### src/rtl/dht11_reader_if.sv
// Host-side handshake and result bundle for the DHT11 reader.
// The master requests reads; the slave (reader) reports status and the last good frame bytes.
interface dht11_reader_if;
    logic       start;
    logic       busy;
    logic       done;
    logic       err_timeout;
    logic       err_checksum;
    logic [7:0] humidity;
    logic [7:0] hum_dec;
    logic [7:0] temperature;
    logic [7:0] temp_dec;

    modport master (
        output start,
        input  busy, done, err_timeout, err_checksum,
        input  humidity, hum_dec, temperature, temp_dec
    );

    modport slave (
        input  start,
        output busy, done, err_timeout, err_checksum,
        output humidity, hum_dec, temperature, temp_dec
    );
endinterface

### src/rtl/dht11_reader.sv
// DHT11 single-wire host: issues the start pulse, decodes the 40-bit frame, verifies the
// checksum and holds the last good humidity/temperature bytes.
module dht11_reader #(
    parameter int unsigned CLK_FREQ_HZ = 25_000_000,
    parameter int unsigned START_MS    = 18,
    parameter int unsigned TIMEOUT_US  = 200,
    parameter int unsigned THRESH_US   = 40
) (
    input  logic          hclk,
    input  logic          rst,
    input  logic          dht_in,
    output logic          dht_oe,
    dht11_reader_if.slave host
);
    localparam int unsigned Div     = CLK_FREQ_HZ / 1_000_000;
    localparam int unsigned StartUs = START_MS * 1000;
    localparam int unsigned MaxUs   = (StartUs > TIMEOUT_US) ? StartUs : TIMEOUT_US;
    localparam int unsigned CntW    = $clog2(MaxUs + 1) + 1;
    localparam int unsigned PreW    = (Div > 1) ? $clog2(Div) : 1;

    typedef enum logic [3:0] {
        StIdle, StStartLow, StWaitResp, StRespLow, StRespHigh,
        StBitLow, StBitHigh, StCheck, StDone
    } state_e;

    state_e          state_q, state_d;
    logic            sync1_q, sync2_q, dly_q;
    logic            rise, fall;
    logic [PreW-1:0] pre_q, pre_d;
    logic            us_tick;
    logic [CntW-1:0] us_q, us_d;
    logic [5:0]      idx_q, idx_d;
    logic [39:0]     frame_q, frame_d;
    logic            err_to_q, err_to_d, err_cs_q, err_cs_d;
    logic [7:0]      hum_q, hum_d, hdec_q, hdec_d, tmp_q, tmp_d, tdec_q, tdec_d;
    logic [7:0]      sum;
    logic            timeout, bit_val, wait_state;

    assign rise    = sync2_q & ~dly_q;
    assign fall    = ~sync2_q & dly_q;
    assign us_tick = (pre_q == PreW'(Div - 1));
    assign timeout = us_tick && (us_q >= CntW'(TIMEOUT_US - 1));
    // us_q lags the true high time by one, so compare against THRESH_US-1
    assign bit_val = (us_q >= CntW'(THRESH_US - 1));
    assign sum     = frame_q[39:32] + frame_q[31:24] + frame_q[23:16] + frame_q[15:8];
    assign wait_state = (state_q == StWaitResp) || (state_q == StRespLow) ||
                        (state_q == StRespHigh) || (state_q == StBitLow) ||
                        (state_q == StBitHigh);

    always_comb begin
        state_d  = state_q;
        idx_d    = idx_q;
        frame_d  = frame_q;
        err_to_d = err_to_q;
        err_cs_d = err_cs_q;
        hum_d    = hum_q;
        hdec_d   = hdec_q;
        tmp_d    = tmp_q;
        tdec_d   = tdec_q;
        pre_d    = us_tick ? '0 : pre_q + 1'b1;
        us_d     = (us_tick && us_q != '1) ? us_q + 1'b1 : us_q;

        unique case (state_q)
            StIdle: begin
                if (host.start) begin
                    err_to_d = 1'b0;
                    err_cs_d = 1'b0;
                    state_d  = StStartLow;
                end
            end
            StStartLow: if (us_tick && us_q >= CntW'(StartUs - 1)) state_d = StWaitResp;
            StWaitResp: if (fall) state_d = StRespLow;
            StRespLow:  if (rise) state_d = StRespHigh;
            StRespHigh: begin
                if (fall) begin
                    idx_d   = 6'd0;
                    state_d = StBitLow;
                end
            end
            StBitLow:   if (rise) state_d = StBitHigh;
            StBitHigh: begin
                if (fall) begin
                    frame_d = {frame_q[38:0], bit_val};
                    if (idx_q == 6'd39) begin
                        state_d = StCheck;
                    end else begin
                        idx_d   = idx_q + 6'd1;
                        state_d = StBitLow;
                    end
                end
            end
            StCheck: begin
                if (sum == frame_q[7:0]) begin
                    hum_d  = frame_q[39:32];
                    hdec_d = frame_q[31:24];
                    tmp_d  = frame_q[23:16];
                    tdec_d = frame_q[15:8];
                end else begin
                    err_cs_d = 1'b1;
                end
                state_d = StDone;
            end
            StDone:  state_d = StIdle;
            default: state_d = StIdle;
        endcase

        // An edge that arrives on the same tick as the timeout still wins
        if (wait_state && timeout && state_d == state_q) begin
            err_to_d = 1'b1;
            state_d  = StDone;
        end

        if (state_d != state_q) begin
            us_d  = '0;
            pre_d = '0;
        end
    end

    always_ff @(posedge hclk) begin
        if (rst) begin
            state_q  <= StIdle;
            sync1_q  <= 1'b1;
            sync2_q  <= 1'b1;
            dly_q    <= 1'b1;
            pre_q    <= '0;
            us_q     <= '0;
            idx_q    <= '0;
            frame_q  <= '0;
            err_to_q <= 1'b0;
            err_cs_q <= 1'b0;
            hum_q    <= '0;
            hdec_q   <= '0;
            tmp_q    <= '0;
            tdec_q   <= '0;
        end else begin
            state_q  <= state_d;
            sync1_q  <= dht_in;
            sync2_q  <= sync1_q;
            dly_q    <= sync2_q;
            pre_q    <= pre_d;
            us_q     <= us_d;
            idx_q    <= idx_d;
            frame_q  <= frame_d;
            err_to_q <= err_to_d;
            err_cs_q <= err_cs_d;
            hum_q    <= hum_d;
            hdec_q   <= hdec_d;
            tmp_q    <= tmp_d;
            tdec_q   <= tdec_d;
        end
    end

    assign dht_oe            = (state_q == StStartLow);
    assign host.busy         = (state_q != StIdle) && (state_q != StDone);
    assign host.done         = (state_q == StDone);
    assign host.err_timeout  = err_to_q;
    assign host.err_checksum = err_cs_q;
    assign host.humidity     = hum_q;
    assign host.hum_dec      = hdec_q;
    assign host.temperature  = tmp_q;
    assign host.temp_dec     = tdec_q;
endmodule

### src/flat_wrapper.sv
// flat-port wrapper written by rule: the top's interface ports become plain ports
module dht11_reader_flat 
#(
    parameter int unsigned CLK_FREQ_HZ = 25_000_000,
    parameter int unsigned START_MS    = 18,
    parameter int unsigned TIMEOUT_US  = 200,
    parameter int unsigned THRESH_US   = 40
)
  (hclk, rst, dht_in, dht_oe, host_start, host_busy, host_done, host_err_timeout, host_err_checksum, host_humidity, host_hum_dec, host_temperature, host_temp_dec);
  dht11_reader_if host_i ();
  input  logic hclk;
  input  logic rst;
  input  logic dht_in;
  output logic dht_oe;
  input wire logic [$bits(host_i.start)-1:0] host_start;
  output wire logic [$bits(host_i.busy)-1:0] host_busy;
  output wire logic [$bits(host_i.done)-1:0] host_done;
  output wire logic [$bits(host_i.err_timeout)-1:0] host_err_timeout;
  output wire logic [$bits(host_i.err_checksum)-1:0] host_err_checksum;
  output wire logic [$bits(host_i.humidity)-1:0] host_humidity;
  output wire logic [$bits(host_i.hum_dec)-1:0] host_hum_dec;
  output wire logic [$bits(host_i.temperature)-1:0] host_temperature;
  output wire logic [$bits(host_i.temp_dec)-1:0] host_temp_dec;
  assign host_i.start = host_start;
  assign host_busy = host_i.busy;
  assign host_done = host_i.done;
  assign host_err_timeout = host_i.err_timeout;
  assign host_err_checksum = host_i.err_checksum;
  assign host_humidity = host_i.humidity;
  assign host_hum_dec = host_i.hum_dec;
  assign host_temperature = host_i.temperature;
  assign host_temp_dec = host_i.temp_dec;
  dht11_reader #(.CLK_FREQ_HZ(CLK_FREQ_HZ), .START_MS(START_MS), .TIMEOUT_US(TIMEOUT_US), .THRESH_US(THRESH_US)) u_core (.hclk(hclk), .rst(rst), .dht_in(dht_in), .dht_oe(dht_oe), .host(host_i));
endmodule
### config.mk
export PLATFORM = sky130hd
export DESIGN_NAME = dht11_reader_flat
export DESIGN_NICKNAME = d
export VERILOG_FILES = /design/src/rtl/dht11_reader_if.sv /design/src/rtl/dht11_reader.sv /design/src/flat_wrapper.sv
export SDC_FILE = /design/constraint.sdc
export NUM_CORES = 1
export LEC_CHECK = 0
export ABC_AREA = 0
export ABC_CLOCK_PERIOD_IN_PS = 6200
export BUFFER_PORTS_ARGS = -buffer_cell sky130_fd_sc_hd__buf_4
export CORE_ASPECT_RATIO = 0.75
export CORE_MARGIN = 3
export CORE_UTILIZATION = 48
export CTS_BUF_LIST = sky130_fd_sc_hd__clkbuf_16
export CTS_CLUSTER_SIZE = 12
export DETAILED_ROUTE_END_ITERATION = 10
export GPL_TIMING_DRIVEN = 0
export HOLD_SLACK_MARGIN = 0.12
export PLACE_DENSITY = 0.66
export SYNTH_ARGS = -nofsm -noshare
export SYNTH_HDL_FRONTEND = slang
export SYNTH_SLANG_ARGS = --single-unit
### constraint.sdc
create_clock -name hclk -period 6.2 [get_ports hclk]
set_clock_uncertainty 0.05 [all_clocks]
set_input_delay 1.24 -clock hclk [delete_from_list [all_inputs] [get_ports hclk]]
set_output_delay 1.24 -clock hclk [all_outputs]
set_load 0.01 [all_outputs]
# Word-level counts from Yosys, hierarchy flattened
# Cells that the tools add are included.
[word_totals] wordCells=89 reg_bits=108 out_inout_bits=37 in_bits=4
[op_classes] muxes=19 addsub=6 order_cmp=3 reduce_logical=23 bitwise=4 eq_ne=20
[ops] cell="4-bit two-way mux" count=8
[ops] cell="4-bit one-hot mux with 8 select lines" count=1
[ops] cell="8-bit adder" count=3
[ops] cell="6-bit two-way mux" count=3
[ops] cell="16-bit by 1-bit adder with 16-bit output, second input constant" count=1
[ops] cell="4-bit by 3-bit == test with 1-bit output, second input constant" count=4
[ops] cell="16-bit by 15-bit >= comparator with 1-bit output, second input constant" count=1
[ops] cell="16-bit by 6-bit >= comparator with 1-bit output, second input constant" count=1
[ops] cell="16-bit by 8-bit >= comparator with 1-bit output, second input constant" count=1
[ops] cell="16-bit != test, second input constant" count=1
[ops] cell="6-bit one-hot mux with 2 select lines" count=1
[ops] cell="4-bit by 2-bit == test with 1-bit output, second input constant" count=2
[ops] cell="8-bit == test" count=1
[ops] cell="2-bit nonzero test" count=4
[ops] cell="6-bit by 1-bit adder with 6-bit output, second input constant" count=1
[ops] cell="6-bit == test, second input constant" count=1
[ops] cell="1-bit logical AND" count=6
[ops] cell="2-bit != test, second input constant" count=3
[ops] cell="2-bit AND reduction" count=3
[ops] cell="5-bit by 1-bit adder with 5-bit output, second input constant" count=1
[ops] cell="5-bit == test, second input constant" count=1
[ops] cell="4-bit by 1-bit == test with 1-bit output, second input constant" count=1
[ops] cell="4-bit == test" count=1
[ops] cell="4-bit == test, second input constant" count=1
[ops] cell="other kinds (15)" count=24

# Logic depth before layout (Yosys ltp)
# Gate-level depths: netlist of run 1.
[logic_depth] depth_word=10 mapped_depth=12 depth_no_buf=11

# Worst setup path after synthesis of run 1
# OpenSTA, ideal clock, no wires.
[synth_path] kind="register to register" startpoint="register u_core.frame_q[9]" endpoint="register u_core.hdec_q[0], in the netlist u_core.host.hum_dec[0]" path_slack_ps=2671 t_arrival_ps=3347 setup_time_ps=132 path_stages_with_launch=13 path_buffers=1 cell_sequence="dfxtp_1 fa_1 fa_1 ha_1 inv_1 fa_1 nand2b_1 a211oi_1 o21ai_0 a2111o_1 buf_6 o21ai_1 a21oi_1"
[synth_between] elab_chain_len=3
[synth_lines] element="start: declaration" line="dht11_reader.sv:33" rtl="logic [39:0] frame_q, frame_d;"
[synth_lines] element="start signal: assignment" line="dht11_reader.sv:143" rtl="frame_q <= frame_d;"
[synth_lines] element="8-bit adder" line="dht11_reader.sv:45" rtl="assign sum = frame_q[39:32] + frame_q[31:24] + frame_q[23:16] + frame_q[15:8];"
[synth_lines] element="8-bit == test" line="dht11_reader.sv:93" rtl="if (sum == frame_q[7:0]) begin"
[synth_lines] element="2-bit AND reduction (no line)"
[synth_lines] element="end signal: assignment" line="dht11_reader.sv:132" rtl="hdec_q <= '0;"
[synth_lines] element="end signal: assignment" line="dht11_reader.sv:147" rtl="hdec_q <= hdec_d;"
[synth_lines] element="end: declaration" line="dht11_reader.sv:35" rtl="logic [7:0] hum_q, hum_d, hdec_q, hdec_d, tmp_q, tmp_d, tdec_q, tdec_d;"
# Every way passes these cells.
# A chain may end at the register's enable or synchronous reset.

# Worst setup path after layout of run 1
[layout_path] startpoint="register u_core.frame_q[25]" endpoint="register u_core.tmp_q[6], in the netlist u_core.host.temperature[6]"
[layout_between] elab_chain_len=5
[layout_lines] element="8-bit adder (3 in series)" line="dht11_reader.sv:45"
[layout_lines] element="8-bit == test" line="dht11_reader.sv:93"
[layout_lines] element="2-bit AND reduction (no line)"
[layout_lines] element="end signal: assignment" line="dht11_reader.sv:148" rtl="tmp_q <= tmp_d;"
[layout_lines] element="end: declaration" line="dht11_reader.sv:35"
# Every way passes these cells.

==> impl_metrics.json, run 1 <==
{
  "status": "finished clean",
  "rows": 32,
  "firstDrtPassIters": 5,
  "filler_cell_count": 1005,
  "finalHoldViolations": 0,
  "dp_hpwl_mm": 9.66,
  "synthTopCellsByArea": "dfxtp_1 (41%), a21oi_1 (7.8%), nand2_1 (6.9%), fa_1 (5.3%), nand4_1 (4.9%)",
  "path_cells": "fa_1 > fa_1 > ha_1 > inv_1 > fa_1 > nand2b_1 > a211oi_1 > o21ai_0 > a211oi_4 > buf_6 > nand4_1 > a21oi_1",
  "netlist.area_leader.share_pct": 41.2,
  "n_antenna_cell": 0,
  "total_power_mw": 1.26,
  "cts_tree": "done",
  "clkTransAtPathRegs_ns": 0.07,
  "nNetsFinal": 692,
  "worstRegToRegCells": 12,
  "synth_largest_area_cell": "dfxtp_1",
  "worstPathRequired_ns": 6.42,
  "routabilityCongestion": 0.888,
  "vias": 4513,
  "syn_avg_cell_area_sq_um": 8.58,
  "area_growth_pct": 14.1,
  "holdPathStages": 1,
  "rsz0062_at_grt": "false",
  "grt_overflow_total": 0,
  "cap_violations": 0,
  "cp_data_arrival_time_ns": 4.33,
  "drtAntennaViolNets": 0,
  "die_w_um": 127,
  "synth_mux_area_share_pct": 0.762,
  "cts_setup_buffers": 0,
  "synth-compound-area-share_pct": 17.0,
  "synth_area_sq_um": 5250,
  "cts_root_buffer": "clkbuf_16",
  "ir_worst_vdd_v": 0.000126,
  "drive_gt1_share_pct": 11.4,
  "cts_resized": 0,
  "async_flop_share_pct": 0,
  "crit_top_cell": "fa_1",
  "slew_headroom_pct": 41.4,
  "place_area_sq_um": 5720,
  "syn_inst": 612,
  "holdPathEnd": "u_core.sync2_q",
  "period_share_pct": 66.3,
  "pwr_density_cell_nw_per_um2": 211,
  "synth_fa_ha_area_share_pct": 7.95,
  "timing.hold.ws_ns": 0.378,
  "drt-total-wl_mm": 12.9,
  "hold_buffers": 0,
  "ff_latch_area_sq_um": 2160,
  "worst_path_max_delay_cell": "fa_1",
  "ys_types": 54,
  "r2r_start": "u_core.frame_q[25]",
  "startpoint_type": "flop",
  "core_sq_um": 10500,
  "drcViolationCount": 0,
  "yosys.area_share.simple_pct": 22.1,
  "dp_cells": 788,
  "cts.htree.levels": 3,
  "p_leak_nw": 2.21,
  "ys.flop_type": "dfxtp_1",
  "post_drt_wl_per_cell_um": 16.1,
  "fin_ws_ns": 2.09,
  "first_global_vias": 4181,
  "tns_ns": 0,
  "cts_sinks": 108,
  "cts_inserted_buffers": 9,
  "end_kind": "flop",
  "finalMaxSlewViolations": 0,
  "synth_top_family_by_area": "simple AND/OR/NAND/NOR gates",
  "worst_slew_pin_slew_ns": 0.872,
  "final_cell_area_sq_um": 5990,
  "die_y_um": 96.6,
  "multiInputGateArea_sq_um": 2840,
  "ios": 41,
  "drtIter0Drc": 302,
  "synth-edff-count": 0,
  "ys_ff_latch": 108,
  "port_buffers": 40,
  "max_stage_delay_ns": 0.55,
  "place_ws_ns": 2.17,
  "via_per_inst": 5.61,
  "setup_violations": 0,
  "synth_fp_nets": 641,
  "fmax_mhz": 243,
  "synth_common_cells": "dfxtp_1 (108), nand2_1 (97), a21oi_1 (82)",
  "fin_crit_ns": 4.11,
  "grt_usage_pct": 21.6,
  "r2r-end": "u_core.host.temperature[6]",
  "start_util_pct": 50.1,
  "dieArea_sq_um": 12300,
  "path_max_fanout": 10,
  "antenna_found_initial": 0,
  "ff2ff_setup_slack_ns": 2.09,
  "postLayoutCoreUtil_pct": 57.1,
  "grt_max_degree": 18,
  "min-delay-path-class": "reg -> reg",
  "yosysMostFrequentCell": "dfxtp_1",
  "grt_pass1_wl_mm": 21.6,
  "clockBufferDepth": 2,
  "clock_latency_ns": 0.35,
  "synthXorXnorAreaFrac_pct": 6.19,
  "crit_type": "reg -> reg",
  "ys_warn_count": 0,
  "synth.yosys.seq_area_share_pct": 41.2,
  "min_from": "u_core.sync1_q",
  "instances_no_fill": 804
}
cells in the final DEF, fill, tap and decap left out, types with 11 or more instances in the layout:
master    instances
nand3_1          11
xor2_1           19
buf_4            40
o21ai_1          30
a21oi_1          82
nand4_1          41
nor3_1           12
nor2_1           31
fa_1             14
xnor2_1          13
clkbuf_1         33
nand2_1          97
ha_1             11
dfxtp_1         108
critical path, delay by kind of cell, from the launching register on:
family                     cells  cell delay, ns
adders and majority gates      4            1.63
and+or+nand+nor                2            0.30
AOI/OAI and AO/OA              4            1.30
buffers and inverters          2            0.28
DFF                            1            0.48
layer usage:
layer / routed length (um) / part of all wire, % / GRT usage [%] / vias to the layer above
met5: 0 / 0 / 0 / -
met4: 94 / 0.73 / 3.13 / 0
met2: 5420 / 42 / 30.5 / 113
li1: - / - / - / 2263
met1: 6550 / 51 / 32.9 / 2129
met3: 866 / 6.7 / 6.73 / 8
area by class of cell:
type	instances	share of cell area [%]
Multi-Input combinational cell	450	47.3
Sequential cell	108	36.1
Timing Repair Buffer	40	5.01
Clock buffer	9	3.76
Buffer	45	3.70
Tap cell	136	2.84
Clock inverter	7	0.710
Inverter	9	0.564
cells by family (layout without fill, tap and decap cells):
| family | count (synthesis) | after routing |
|---|---|---|
| and+or+nand+nor | 235 | 235 |
| buffers and inverters | 54 | 110 |
| xor gates and xnor gates | 34 | 34 |
| adders and majority gates | 25 | 25 |
| muxes | 4 | 4 |
| AOI/OAI and AO/OA | 152 | 152 |
| DFF | 108 | 108 |
where the power goes:
group          internal (mW)  switching [mW]  total [mW]
Clock                  0.271           0.260       0.532
Sequential             0.695         0.00161       0.697
Combinational         0.0104          0.0230      0.0334
registers in the layout (all words and copies together), names as in the netlist, 4 cells and up:
register and flops:
u_core.host.temp_dec 8, u_core.us_q 16, u_core.frame_q 40, u_core.host.humidity 8
u_core.pre_q 5, u_core.state_q 4, u_core.idx_q 6, u_core.host.hum_dec 8
u_core.host.temperature 8
how the worst max path moves through the flow:
stage	start	end	slack (ns)	depth (start not counted)
floorplan	u_core.frame_q[9]	u_core.host.hum_dec[0]	2.67	12
global placement	u_core.frame_q[25]	u_core.host.hum_dec[1]	2.24	12
detailed placement	u_core.frame_q[25]	u_core.host.temperature[6]	2.17	12
CTS	u_core.frame_q[25]	u_core.host.temperature[6]	2.13	12
global route	u_core.frame_q[25]	u_core.host.hum_dec[6]	1.89	12
finish	u_core.frame_q[25]	u_core.host.temperature[6]	2.09	12
Note: power is estimated with default switching activity, not from simulation.
==> run 2, diff against run 1 <==
--- a/config.mk
+++ b/config.mk
@@ -6,7 +6,7 @@
 export NUM_CORES = 1
 export LEC_CHECK = 0
 export ABC_AREA = 0
-export ABC_CLOCK_PERIOD_IN_PS = 6200
+export ABC_CLOCK_PERIOD_IN_PS = 4100
 export BUFFER_PORTS_ARGS = -buffer_cell sky130_fd_sc_hd__buf_4
 export CORE_ASPECT_RATIO = 0.75
 export CORE_MARGIN = 3
==> constraint.sdc (replaced) <==
create_clock -name hclk -period 4.1 [get_ports hclk]
set_clock_uncertainty 0.05 [all_clocks]
set_input_delay 0.82 -clock hclk [delete_from_list [all_inputs] [get_ports hclk]]
set_output_delay 0.82 -clock hclk [all_outputs]
set_load 0.01 [all_outputs]
==> impl_metrics.json, run 2 (same netlist as run 1, synthesis figures left out) <==
{
  "status": "finished clean",
  "power_switching_uw": 436,
  "clockBufferDepth": 2,
  "top_register": "u_core.frame_q",
  "drive_gt1_share_pct": 12.0,
  "drtAntennaViolNets": 0,
  "dieArea_sq_um": 12300,
  "p_int_mw": 1.48,
  "final_common_cell": "dfxtp_1",
  "area_growth_pct": 14.6,
  "die_y_um": 96.6,
  "cts_root_buffer": "clkbuf_16",
  "core_sq_um": 10500,
  "grt_max_degree": 18,
  "drt-total-wl_mm": 13.0,
  "end_kind": "flop",
  "timing.hold.ws_ns": 0.381,
  "vias": 4535,
  "largest_register_ffs": 40,
  "ir_worst_vdd_v": 0.000192,
  "grt_overflow_total": 0,
  "reg_top3": "u_core.frame_q x40, u_core.us_q x16",
  "startpoint_type": "flop",
  "cts_sinks": 108,
  "slew_headroom_pct": 41.1,
  "cap_violations": 0,
  "antenna_found_initial": 0,
  "dp_hpwl_mm": 9.66,
  "rows": 32,
  "via_per_inst": 5.63,
  "final_cell_mix": "dfxtp_1 (106), nand2_1 (97), a21oi_1 (82)",
  "fin_crit_ns": 3.90,
  "die_w_um": 127,
  "routabilityCongestion": 0.888,
  "worst_slew_pin_slew_ns": 0.877,
  "start_util_pct": 50.1,
  "clock_latency_ns": 0.35,
  "finalHoldViolations": 0,
  "cp_data_arrival_time_ns": 4.06,
  "cts_inserted_buffers": 9,
  "path_max_fanout": 10,
  "nNetsFinal": 693,
  "cts_tree": "done",
  "grt_usage_pct": 21.6,
  "crit_type": "reg -> reg",
  "netSwitchingFraction_pct": 22.8,
  "period_share_pct": 95.1,
  "grt_pass1_wl_mm": 21.6,
  "clkTransAtPathRegs_ns": 0.07,
  "p_leak_nw": 2.22,
  "p_comb_share_pct": 2.6,
  "drtIter0Drc": 268,
  "finalMaxSlewViolations": 0,
  "fmax_mhz": 256,
  "port_buffers": 40,
  "worstPathRequired_ns": 4.26,
  "setup_violations": 0,
  "first_global_vias": 4181,
  "n_antenna_cell": 0,
  "filler_cell_count": 1000,
  "multiInputGateArea_sq_um": 2840,
  "tns_ns": 0,
  "pwr_density_cell_nw_per_um2": 318,
  "cts.htree.levels": 3,
  "rsz0062_at_grt": "false",
  "post_drt_wl_per_cell_um": 16.1,
  "ff_latch_area_sq_um": 2160,
  "postLayoutCoreUtil_pct": 57.4,
  "p_seq_share_pct": 55.1,
  "min-delay-path-class": "reg -> reg",
  "drcViolationCount": 0,
  "ios": 41,
  "firstDrtPassIters": 5,
  "power_frac_clock_pct": 42.3
}
run 2: changes by cell type in the layout (fill, tap and decap cells not counted), sizes merged:
cell,delta
buf,+1
run 2: power groups by stage:
| stage | Sequential, mW | Clock (mW) | Combinational (mW) |
|---|---|---|---|
| after floorplan | 1.08 | 0 | 0.0327 |
| after global placement | 1.08 | 0 | 0.0497 |
| after detailed placement | 1.08 | 0 | 0.0504 |
| after CTS | 1.05 | 0.826 | 0.0504 |
| after global routing | 1.05 | 0.868 | 0.0565 |
| final | 1.05 | 0.809 | 0.0504 |
run 2: through the flow:
stage / instance area [sq um] / std cells / total power [mW] / setup WS [ns]
after floorplan: 5250 / 612 / 1.11 / 0.571
after global placement: 5720 / 788 / 1.13 / 0.141
after detailed placement: 5720 / 788 / 1.13 / 0.0683
after CTS: 5990 / 804 / 1.93 / 0.0340
after global routing: 6020 / 805 / 1.98 / 0.0279
final: 6020 / 805 / 1.91 / 0.201
run 2: worst max-delay path: stages, from the launching register on:
cell,delay (ns)
dfxtp_1,0.43
fa_1,0.50
fa_1,0.55
ha_1,0.17
inv_1,0.06
fa_1,0.40
nand2b_1,0.20
a211oi_2,0.25
o21ai_1,0.17
a2111o_1,0.57
buf_6,0.20
o21ai_1,0.14
a21oi_1,0.08
run 2: final timing paths:
kind / start / end / slack (ns) / cells past startpoint
setup / recovery: u_core.frame_q[17] / u_core.host.temp_dec[6] / 0.20 / 12
hold / removal: u_core.sync1_q / u_core.sync2_q / 0.38 / 1
setup reg to reg: u_core.frame_q[17] / u_core.host.temp_dec[6] / 0.20 / 12
hold reg to reg: u_core.sync1_q / u_core.sync2_q / 0.38 / 1
run 2: per-layer routing:
metal  track usage (%)  wire [um]  share of wire (%)
met4              3.13         85               0.66
met3              6.73        879                6.8
met2              30.5       5450                 42
met1              32.9       6570                 51
met5                 0          0                  0
run 2: what timing repair did:
action,4_1_cts,5_1_grt
gates resized for setup,0,4
hold buffers,0,0
setup endpoints to repair,0,33
buffers inserted,0,1
endpoints found under the hold margin,0,0
run 2: cell type report:
| class | count | share of cell area [%] |
|---|---|---|
| plain buffers | 45 | 3.68 |
| flip-flops and latches | 108 | 36.0 |
| well taps | 136 | 2.83 |
| clock inverters | 7 | 0.707 |
| multi-input cells | 450 | 47.2 |
| repair buffers | 41 | 5.32 |
| inverters | 9 | 0.561 |
| clock buffers | 9 | 3.74 |
==> run 3, diff against run 2 <==
--- a/config.mk
+++ b/config.mk
@@ -5,9 +5,10 @@
 export SDC_FILE = /design/constraint.sdc
 export NUM_CORES = 1
 export LEC_CHECK = 0
-export ABC_AREA = 0
+export ABC_AREA = 1
 export ABC_CLOCK_PERIOD_IN_PS = 4100
 export BUFFER_PORTS_ARGS = -buffer_cell sky130_fd_sc_hd__buf_4
+export CAP_MARGIN = 20
 export CORE_ASPECT_RATIO = 0.75
 export CORE_MARGIN = 3
 export CORE_UTILIZATION = 48
==> impl_metrics.json, run 3 <==
{
  "setup_violations": 0,
  "dp_cells": 846,
  "start_util_pct": 49.8,
  "firstDrtPassIters": 5,
  "p_leak_nw": 2.29,
  "fin_crit_ns": 3.86,
  "crit_type": "reg -> reg",
  "area_growth_pct": 15.8,
  "worst_slew_pin_slew_ns": 0.785,
  "finalMaxSlewViolations": 0,
  "synth.yosys.seq_area_share_pct": 41.9,
  "grt_pass1_wl_mm": 20.5,
  "max_stage_delay_ns": 0.58,
  "drtAntennaViolNets": 0,
  "synth-edff-count": 0,
  "drtIter0Drc": 423,
  "port_buffers": 39,
  "routabilityCongestion": 0.869,
  "worst_path_max_delay_cell": "fa_1",
  "cap_violations": 0,
  "path_max_fanout": 10,
  "grt_usage_pct": 21.2,
  "p_int_mw": 1.62,
  "pwr_density_cell_nw_per_um2": 348,
  "netSwitchingFraction_pct": 22.3,
  "path_cells": "fa_1 > fa_1 > inv_1 > fa_1 > o21ai_1 > nand2_1 > nand2_1 > a21oi_1 > xor2_1 > nand2_1 > nand2_1 > nor2_4 > nand2_2 > clkbuf_4 > nand2_1 > a21oi_1",
  "tns_ns": 0,
  "cts.htree.levels": 3,
  "rsz0062_at_grt": "false",
  "core_sq_um": 10400,
  "p_comb_share_pct": 3.0,
  "min-delay-path-class": "reg -> reg",
  "worstPathRequired_ns": 4.27,
  "power_switching_uw": 464,
  "status": "finished clean",
  "ys.flop_type": "dfxtp_1",
  "slew_headroom_pct": 47.5,
  "synth_largest_area_cell": "dfxtp_1",
  "synth_fa_ha_area_share_pct": 8.10,
  "drcViolationCount": 0,
  "drive_gt1_share_pct": 14.3,
  "synthXorXnorAreaFrac_pct": 4.24,
  "power_frac_clock_pct": 46.2,
  "dieArea_sq_um": 12000,
  "synthTopCellsByArea": "dfxtp_1 (42%), nand2_1 (13%), a21oi_1 (8.8%), nand3_1 (5.6%), fa_1 (5.4%)",
  "clockBufferDepth": 2,
  "yosysMostFrequentCell": "nand2_1",
  "end_kind": "flop",
  "grt_overflow_total": 0,
  "ios": 41,
  "reg_top3": "u_core.frame_q x40, u_core.us_q x16",
  "ys_ff_latch": 108,
  "cp_data_arrival_time_ns": 4.03,
  "async_flop_share_pct": 0,
  "synth_fp_nets": 700,
  "instances_no_fill": 863,
  "dp_hpwl_mm": 9.25,
  "netlist.area_leader.share_pct": 41.9,
  "largest_register_ffs": 40,
  "synth_mux_area_share_pct": 0,
  "synth-compound-area-share_pct": 12.2,
  "top_register": "u_core.frame_q",
  "ir_worst_vdd_v": 0.000234,
  "clkTransAtPathRegs_ns": 0.08,
  "crit_top_cell": "nand2_1",
  "final_cell_mix": "nand2_1 (173), dfxtp_1 (106), a21oi_1 (91)",
  "vias": 4519,
  "die_y_um": 95.8,
  "finalHoldViolations": 0,
  "cts_inserted_buffers": 9,
  "nNetsFinal": 751,
  "drt-total-wl_mm": 12.5,
  "syn_avg_cell_area_sq_um": 7.69,
  "startpoint_type": "flop",
  "post_drt_wl_per_cell_um": 14.5,
  "period_share_pct": 94.2,
  "grt_max_degree": 20,
  "die_w_um": 126,
  "cts_tree": "done",
  "ys_types": 37,
  "antenna_found_initial": 0,
  "fmax_mhz": 259,
  "n_antenna_cell": 0,
  "yosys.area_share.simple_pct": 27.3,
  "syn_inst": 671,
  "p_seq_share_pct": 50.8,
  "synth_top_family_by_area": "simple AND/OR/NAND/NOR gates",
  "first_global_vias": 4051,
  "final_common_cell": "nand2_1",
  "cts_root_buffer": "clkbuf_16",
  "rows": 32,
  "hold_buffers": 0,
  "synth_area_sq_um": 5160,
  "cts_sinks": 108,
  "clock_latency_ns": 0.35,
  "synth_common_cells": "nand2_1 (173), dfxtp_1 (108), a21oi_1 (91)",
  "ys_warn_count": 0,
  "via_per_inst": 5.24
}
## run 3: cell count changes in the layout (fill, tap and decap cells not counted), sizes merged, moves of 6 or more
cell,change
buf,-6
inv,+42
clkbuf,-12
nand2,+81
o21ai,-18
nor2,+13
nand4,-30
a21oi,+14
nand3,+49
and3,-8
## run 3: logic make-up after synthesis
family / count (synthesis)
AOI/OAI and AO/OA: 120
xor gates and xnor gates: 25
adders and majority gates: 25
buffers and inverters: 80
DFF: 108
and+or+nand+nor: 313
## run 3: per-stage QoR
| step | hold WS (ns) | area (sq um) | power (mW) | utilization, % | worst slack (ns) |
|---|---|---|---|---|---|
| 2_1_floorplan | 0.339 | 5160 | 1.12 | - | 0.699 |
| 3_3_place_gp | 0.349 | 5620 | 1.14 | 54.2 | 0.154 |
| 3_5_place_dp | 0.352 | 5620 | 1.14 | 54.2 | 0.140 |
| 4_1_cts | 0.374 | 5960 | 2.09 | 57.5 | 0.120 |
| 5_1_grt | 0.407 | 5980 | 2.15 | 57.6 | 0.0217 |
| 6_report | 0.369 | 5980 | 2.08 | 57.6 | 0.238 |
## run 3: repair_timing
item | 4_1_cts | 5_1_grt
setup endpoints to repair | 0 | 30
resized for setup | 0 | 5
setup buffers | 0 | 1
## run 3: critical path, delay by kind of cell (launching register included)
kind / cells / cell delay, ns
adder cells (fa/ha/maj): 3 / 1.54
AND/OR/NAND/NOR: 7 / 0.75
flip-flops: 1 / 0.50
AO/OA/AOI/OAI: 3 / 0.40
buffers and inverters: 2 / 0.32
XOR/XNOR: 1 / 0.18
## run 3: layer usage
layer  global-route usage (%)  vias up  share of wire (%)
li1                         -     2293                  -
met1                     32.7     2090                 53
met2                     29.8      124                 41
met3                     4.49       12                5.5
met4                     5.63        0                1.1
met5                        0        -                  0
## run 3: power groups by stage
stage / combinational (mW) / clock (mW) / sequential [mW]
after detailed placement: 0.0613 / 0 / 1.08
after CTS: 0.0621 / 0.975 / 1.06
final: 0.0623 / 0.961 / 1.06
after global routing: 0.0678 / 1.02 / 1.06
after floorplan: 0.0424 / 0 / 1.08
after global placement: 0.0610 / 0 / 1.08
## run 3: layout make-up
| cell class | count | area, sq um |
|---|---|---|
| tap | 136 | 170 |
| fill | 986 | 4390 |
| timing repair buffer | 40 | 300 |
| sequential | 108 | 2160 |
| inverter | 52 | 195 |
| multi-input combinational | 483 | 2680 |
| buffer | 28 | 131 |
| clock buffer | 9 | 225 |
| clock inverter | 7 | 109 |
## run 3: final timing paths
kind	to	slack, ns	cells past startpoint	start
worst max-delay path	u_core.host.temp_dec[7]	0.24	16	u_core.frame_q[18]
worst min-delay path	u_core.sync2_q	0.37	1	u_core.sync1_q
worst max register to register	u_core.host.temp_dec[7]	0.24	16	u_core.frame_q[18]
worst min register to register	u_core.sync2_q	0.37	1	u_core.sync1_q
